--- config.mk ---
export PLATFORM = sky130hd
export DESIGN_NAME = actuador_puertas
export DESIGN_NICKNAME = d
export VERILOG_FILES = /design/src/rtl/actuador_puertas.sv
export SDC_FILE = /design/constraint.sdc
export NUM_CORES = 1
export LEC_CHECK = 0
export CORE_AREA = 4 4 41 43
export CTS_CLUSTER_DIAMETER = 80
export DETAILED_ROUTE_END_ITERATION = 10
export DIE_AREA = 0 0 45 47
export PLACE_DENSITY = 0.76
export SKIP_CTS_REPAIR_TIMING = 1
export SLEW_MARGIN = 20
export SYNTH_ARGS = -nofsm -noshare
export SYNTH_HDL_FRONTEND = slang
export SYNTH_SLANG_ARGS = --single-unit
export TNS_END_PERCENT = 5
--- constraint.sdc ---
create_clock -name clk -period 2.45 [get_ports clk]
set_input_delay 0.49 -clock clk [delete_from_list [all_inputs] [get_ports clk]]
set_output_delay 0.49 -clock clk [all_outputs]
set_load 0.005 [all_outputs]
--- src/rtl/actuador_puertas.sv ---
// Door actuator: reactive door model driving the open/close motor lines.
// Ports: clk, rst_n | salida_puertas[1:0] cmd, sensor obstruction,
//   limpiar_falla clear | puertas[1:0] status, motor_abrir, motor_cerrar,
//   timeout dwell pulse, falla fault flag, reintentos[1:0] reversal count.
module actuador_puertas #(
    parameter int T_RECORRIDO    = 4,
    parameter int T_ESPERA       = 8,
    parameter int MAX_REINTENTOS = 3
) (
    input  logic       clk,
    input  logic       rst_n,
    input  logic [1:0] salida_puertas,
    input  logic       sensor,
    input  logic       limpiar_falla,
    output logic [1:0] puertas,
    output logic       motor_abrir,
    output logic       motor_cerrar,
    output logic       timeout,
    output logic       falla,
    output logic [1:0] reintentos
);

    localparam int T_MAX =
        (T_RECORRIDO > T_ESPERA) ? T_RECORRIDO : T_ESPERA;
    localparam int CNT_W = $clog2(T_MAX + 1);

    localparam logic [2:0] S_CERRADA  = 3'd0;
    localparam logic [2:0] S_ABRIENDO = 3'd1;
    localparam logic [2:0] S_ABIERTA  = 3'd2;
    localparam logic [2:0] S_CERRANDO = 3'd3;
    localparam logic [2:0] S_FALLA    = 3'd4;

    localparam logic [1:0] CMD_ABRIR  = 2'b01;
    localparam logic [1:0] CMD_CERRAR = 2'b10;

    localparam logic [CNT_W-1:0] REC_LAST = CNT_W'(T_RECORRIDO - 1);
    localparam logic [CNT_W-1:0] ESP_LAST = CNT_W'(T_ESPERA - 1);
    localparam logic [CNT_W-1:0] ESP_SAT  = CNT_W'(T_ESPERA);
    localparam logic [31:0]      MAX_R    = 32'(MAX_REINTENTOS);

    logic [2:0]       estado_q, estado_d;
    logic [CNT_W-1:0] cnt_q, cnt_d;
    logic [1:0]       reint_q, reint_d;
    logic [1:0]       reint_inc;
    logic             agota;

    // Saturating reversal count and the fault decision on the new value.
    assign reint_inc = (reint_q == 2'd3) ? 2'd3 : reint_q + 2'd1;
    assign agota     = ({30'd0, reint_inc} >= MAX_R);

    always_comb begin
        estado_d = estado_q;
        cnt_d    = cnt_q;
        reint_d  = reint_q;
        case (estado_q)
            S_CERRADA: begin
                if (salida_puertas == CMD_ABRIR) begin
                    estado_d = S_ABRIENDO;
                    cnt_d    = '0;
                end
            end
            S_ABRIENDO: begin
                if (cnt_q == REC_LAST) begin
                    estado_d = S_ABIERTA;
                    cnt_d    = '0;
                end else begin
                    cnt_d = cnt_q + 1'b1;
                end
            end
            S_ABIERTA: begin
                if (salida_puertas == CMD_ABRIR) begin
                    cnt_d = '0;
                end else if (salida_puertas == CMD_CERRAR) begin
                    // A blocked close request only re-arms the dwell.
                    cnt_d = '0;
                    if (!sensor) begin
                        estado_d = S_CERRANDO;
                    end
                end else if (cnt_q != ESP_SAT) begin
                    cnt_d = cnt_q + 1'b1;
                end
            end
            S_CERRANDO: begin
                // Obstruction wins over travel completion.
                if (sensor) begin
                    reint_d  = reint_inc;
                    cnt_d    = '0;
                    estado_d = agota ? S_FALLA : S_ABRIENDO;
                end else if (cnt_q == REC_LAST) begin
                    estado_d = S_CERRADA;
                    cnt_d    = '0;
                    reint_d  = 2'd0;
                end else begin
                    cnt_d = cnt_q + 1'b1;
                end
            end
            S_FALLA: begin
                if (limpiar_falla) begin
                    estado_d = S_ABRIENDO;
                    cnt_d    = '0;
                end
            end
            default: begin
                estado_d = S_CERRADA;
                cnt_d    = '0;
            end
        endcase
        if (limpiar_falla) begin
            reint_d = 2'd0;
        end
    end

    always_ff @(posedge clk or negedge rst_n) begin
        if (!rst_n) begin
            estado_q <= S_CERRADA;
            cnt_q    <= '0;
            reint_q  <= 2'd0;
        end else begin
            estado_q <= estado_d;
            cnt_q    <= cnt_d;
            reint_q  <= reint_d;
        end
    end

    // Fault reports as open: the door is parked open with motors off.
    assign puertas      = (estado_q == S_FALLA) ? 2'b10 : estado_q[1:0];
    assign motor_abrir  = (estado_q == S_ABRIENDO);
    assign motor_cerrar = (estado_q == S_CERRANDO);
    assign timeout      = (estado_q == S_ABIERTA) && (cnt_q == ESP_LAST);
    assign falla        = (estado_q == S_FALLA);
    assign reintentos   = reint_q;

endmodule

==> impl_metrics.ini <==
[outcome]
status = complete, no violations

[placed_design]
placed_area_sq_um = 801
dp_cells = 99
place_hpwl_um = 1090
port_buffers = 13
place.gp.congestion = 0.784

[synth]
synth_top_family_by_area = simple AND/OR/NAND/NOR gates
synthAdderAreaFrac_pct = 7.49
async_flop_share_pct = 100
yosysSeqAreaShare_pct = 33.7
synth-xor-area-share_pct = 2.62
synth_nets = 84
avgSynthCellArea_sq_um = 9.03
ys_seq_elements = 9
synthMuxAreaShare_pct = 0
ys_types = 34
syn_inst = 74
synth-edff-count = 0
yosysWarningCount = 0
synthesis.area_sq_um = 668
synth-compound-area-share_pct = 18.7
synth_flop_cell = dfrtp_1
synthSimpleGateAreaFrac_pct = 30.5

[global_routing]
grt_max_degree = 12
grt_pass1_wl_um = 2390
grtUsageTotal_pct = 15.4
grt.overflow.total = 0
antenna_found_initial = 0
grt_pass1_vias = 552

[pwr]
internal-power_uw = 466
power.density_nw_per_um2 = 920
p_switching_uw = 295
clkPwrFrac_pct = 14.5
leakage_uw = 0.000358
peakVddDrop_mv = 0.472
seq_power_share_pct = 34.8
p_sw_share_pct = 38.8
total_power_uw = 761
comb_power_share_pct = 50.7

[critical_path]
r2r-end = cnt_q[2]
crit_family = buffers and inverters
cp_max_fo = 8
crit_type = register to output port
crit_buf_inv = 2
critPathArrivalTime_ns = 1.78
timing.rr.start = cnt_q[0]
cp.required_ns = 1.96
cp_slowest_stage_delay_ns = 0.49
cp-start-kind = register
cp_cell_sequence = buf_4 -> nor3b_1 -> or2_1 -> clkdlybuf4s50_1
cp-end-kind = output port
r2r_setup_slack_ns = 0.62
r2r_cells = 5
cpMaxStageDelayCell = clkdlybuf4s50_1
crit_path_start = estado_q[1]

[finish]
diodes = 0
final_nets = 99
drive_gt1_share_pct = 7.95
area_growth_pct = 23.8
design_area_sq_um = 827
fin_cells = 103

[clocking]
clkLatencyLatePin_ns = 0.25
root_buffer = clkbuf_4
htreeDepth = 1
cts_tree = done
cts_sinks = 9
path_clk_slew_ns = 0.06
cts_max_path_buffers = 2
cts_made_buffers = 3

[detailed_routing]
drc = 0
wl_um = 1410
viasPerCell = 5.55
wl_per_cell_um = 13.7
vias = 572
detail-route-antenna-nets = 0
drt_iter0_drc = 4
drt_first_pass_iters = 4

[floorplanning]
pin_count = 14
core_area_sq_um = 1300
start_util_pct = 51.3
die-area_sq_um = 2120
die_y_um = 47
rows = 13
die_x_um = 45

[min_path]
min_path_type = input pin to async pin

[timing]
fin_crit_sh_pct = 92.6
hold_violations = 0
final_max_slew_viol_count = 0
min_period_ns = 2.27
slew_headroom_pct = 74.8
rsz0062_at_grt = false
clock_skew_ns = 0.00474
setup_tns_ns = 0
fmax_mhz = 441
tightest_slew_ns = 0.377
finalSetupViolCount = 0

[run]
drv_cap = 0
[registers in the layout (all words and copies together), names as in the netlist]
register	count
cnt_q	4
estado_q	3
reintentos	2
[metal layers]
| layer | vias to the layer above | share of wire (%) | GRT usage [%] |
|---|---|---|---|
| li1 | 291 | - | - |
| met1 | 267 | 48 | 19.8 |
| met2 | 14 | 46 | 25.1 |
| met3 | 0 | 6.5 | 5.75 |
| met4 | 0 | 0 | 2.92 |
| met5 | - | 0 | 0 |
[power by group through the flow]
stage / Combinational [uW] / Sequential [uW] / Clock, uW
2_1_floorplan: 300 / 224 / 0
4_1_cts: 390 / 264 / 113
3_3_place_gp: 379 / 267 / 0
5_1_grt: 432 / 276 / 120
6_report: 386 / 265 / 110
3_5_place_dp: 387 / 266 / 0
[worst max-delay path by stage]
stage | to | slack (ns) | cells after the start
after floorplan | cnt_q[2] | 0.84 | 6
after global placement | cnt_q[2] | 0.31 | 7
after detailed placement | cnt_q[2] | 0.27 | 7
after CTS | timeout | 0.15 | 3
after global routing | puertas[1] | 0.04 | 4
final | puertas[1] | 0.18 | 4
[placed cells by master (no fill, tap or decap), drive strengths merged]
cell type      count
nor2               4
nor4bb             2
o2bb2ai            1
nand3              3
o311ai             1
o21a               1
or2                2
nand2b             3
buf                1
dfrtp              9
o211a              1
a21oi              2
nor3b              3
and2b              1
ha                 4
clkdlybuf4s50     13
nor3               1
or4b               1
xor2               1
o21bai             1
xnor2              1
and3b              1
o21ai              6
clkbuf             4
o221ai             1
a21boi             1
or4                1
nand2              8
inv                6
or3b               1
nand4b             1
a32oi              1
nor2b              1
[cells by family after synthesis]
| group | count (synthesis) |
|---|---|
| simple gates | 33 |
| compound gates | 16 |
| buf+inv | 10 |
| flops | 9 |
| fa+ha+maj | 4 |
| xor+xnor | 2 |
[worst register-to-register path, stage by stage, from the launching register on]
cell and delay (ns):
dfrtp_1 0.41, ha_1 0.27, or3b_1 0.41, a32oi_1 0.35, or2_1 0.20, o2bb2ai_1 0.08
[cell type report]
cell class | count | area, sq um
sequential | 9 | 225
clock buffer | 4 | 26.3
tap | 15 | 18.8
inverter | 6 | 22.5
multi-input combinational | 55 | 397
fill | 118 | 474
timing repair buffer | 14 | 138
[stage by stage]
stage	hold slack, ns	util [%]	worst slack (ns)
floorplan	0.194	-	0.842
global placement	0.532	61.5	0.305
detailed placement	0.538	61.5	0.269
CTS	0.522	63.6	0.153
global route	0.547	63.6	0.0421
finish	0.517	63.6	0.182
[cell usage after synthesis, drive strengths merged, types with 2 or more instances]
library cell / number / share of area (%)
inv: 6 / 3.4
buf: 2 / 2.4
a21oi: 2 / 1.5
ha: 4 / 7.5
nor4bb: 2 / 3.0
nand2b: 3 / 2.8
nand3: 3 / 2.2
dfrtp: 9 / 34
nor2: 4 / 2.2
nand2: 8 / 4.5
nor3b: 3 / 3.4
clkbuf: 2 / 1.1
o21ai: 6 / 4.5
or2: 2 / 1.9
No activity file was read; power rests on OpenSTA's default activity.
==> patch: new RTL, config.mk and constraints unchanged <==
`T_ESPERA`: 8 -> 16.
--- a/src/rtl/actuador_puertas.sv
+++ b/src/rtl/actuador_puertas.sv
@@ -5,5 +5,5 @@
 module actuador_puertas #(
     parameter int T_RECORRIDO    = 4,
-    parameter int T_ESPERA       = 8,
+    parameter int T_ESPERA       = 16,
     parameter int MAX_REINTENTOS = 3
 ) (
Behaviour: same outputs for any inputs over 10 cycles, from zero or initial values and one cycle with rst_n low; that may be too few to reach the edited logic, so the function may still have changed.
==> patch against the unedited design <==
Hold slack better by 0.012 ns. Total power up 8.8%. Synthesized cell count up 12%. Global-route usage up 2.9 points. Cell area up 15%. Register-to-register slack about the same. Non-clock buffer count up 3. Sequential power up 16%. Sequential cell count up 1. Synthesized area up 9.9%. Wire length up 18%. Setup slack worse by 0.078 ns.
==> patch: results (changes against the unedited design) <==
[status]
outcome=finished clean

[global_routing]
grt_use_met2=0.288  ; +0.0367
grt_pass1_vias=592  ; +7.2%
grtUsageTotal=0.183  ; +0.0292
use_met1=0.244  ; +0.0464

[routing]
routed-wl-met2_um=782  ; +22%
vias_per_cell=5.86  ; +5.5%
top_layer=met4
wl_met1_um=808  ; +19%
wire_per_inst_um=14.5  ; +5.7%

[cells_and_area]
n_all_inverters=9  ; +3
drive_gt1_frac=0.150  ; +0.0705
layoutNonFillerInstCount=115  ; +12%
clock_area_frac=0.0380  ; +0.00624
seq_area_um2=251  ; +12%
nNetsFinal=112  ; +13%
nNonClkBuffers=17  ; +3
nMultiInputCombCells=60  ; +9.1%
bufAreaShareNonClock=0.168  ; +0.00134
multi_input_area_share=0.476  ; -0.00382

[placement]
dp_hpwl_um=1150  ; +5.4%
gp_congestion=0.913  ; +16%
place_area_um2=883  ; +10%
place_ws_ns=0.154  ; -0.115 ns

[sta]
maxSlewHeadroom=0.669  ; -0.0786
fin_skew_ns=0.00113  ; -0.00362 ns

[power_and_ir_drop]
p_int_uw=512  ; +9.9%
seq_power_share=0.371  ; +0.023
power_leakage_uw=0.000420  ; +17%
switchingPower_uw=316  ; +7.0%
comb-power_uw=371  ; -4%

[logic_synthesis]
synth_cell_types=29  ; -15%
synth_nets=94  ; +12%
synth_seq_cells=10  ; +1

[setup_path]
crit_fanout=5  ; -3

[clock_tree]
clk_latency_ns=0.27  ; +0.02 ns

## patch: cell families after synthesis
kind of cell             synth area share
AO/OA/AOI/OAI                       0.189
adder cells (fa/ha/maj)            0.0852
buffers and inverters              0.0664
AND/OR/NAND/NOR                     0.290
multiplexers                       0.0290
flip-flops                          0.341
## patch: path summary, 6_finish.rpt
kind	to	cells past startpoint	slack (ns)
max	timeout	5	0.10
min	cnt_q[0]$_DFFE_PN0P_	1	0.53
max reg2reg	cnt_q[0]$_DFFE_PN0P_	7	0.62
min reg2reg	cnt_q[4]$_DFFE_PN0P_	1	0.59
max in group asynchronous	cnt_q[1]$_DFFE_PN0P_	1	1.59
min in group clk	cnt_q[4]$_DFFE_PN0P_	1	0.59
## patch: worst max-delay path, stage by stage, from the launching register on
cell	delay, ns
dfrtp_2	0.44
ha_4	0.18
and3_1	0.18
ha_1	0.17
nor4bb_2	0.16
clkdlybuf4s50_1	0.46
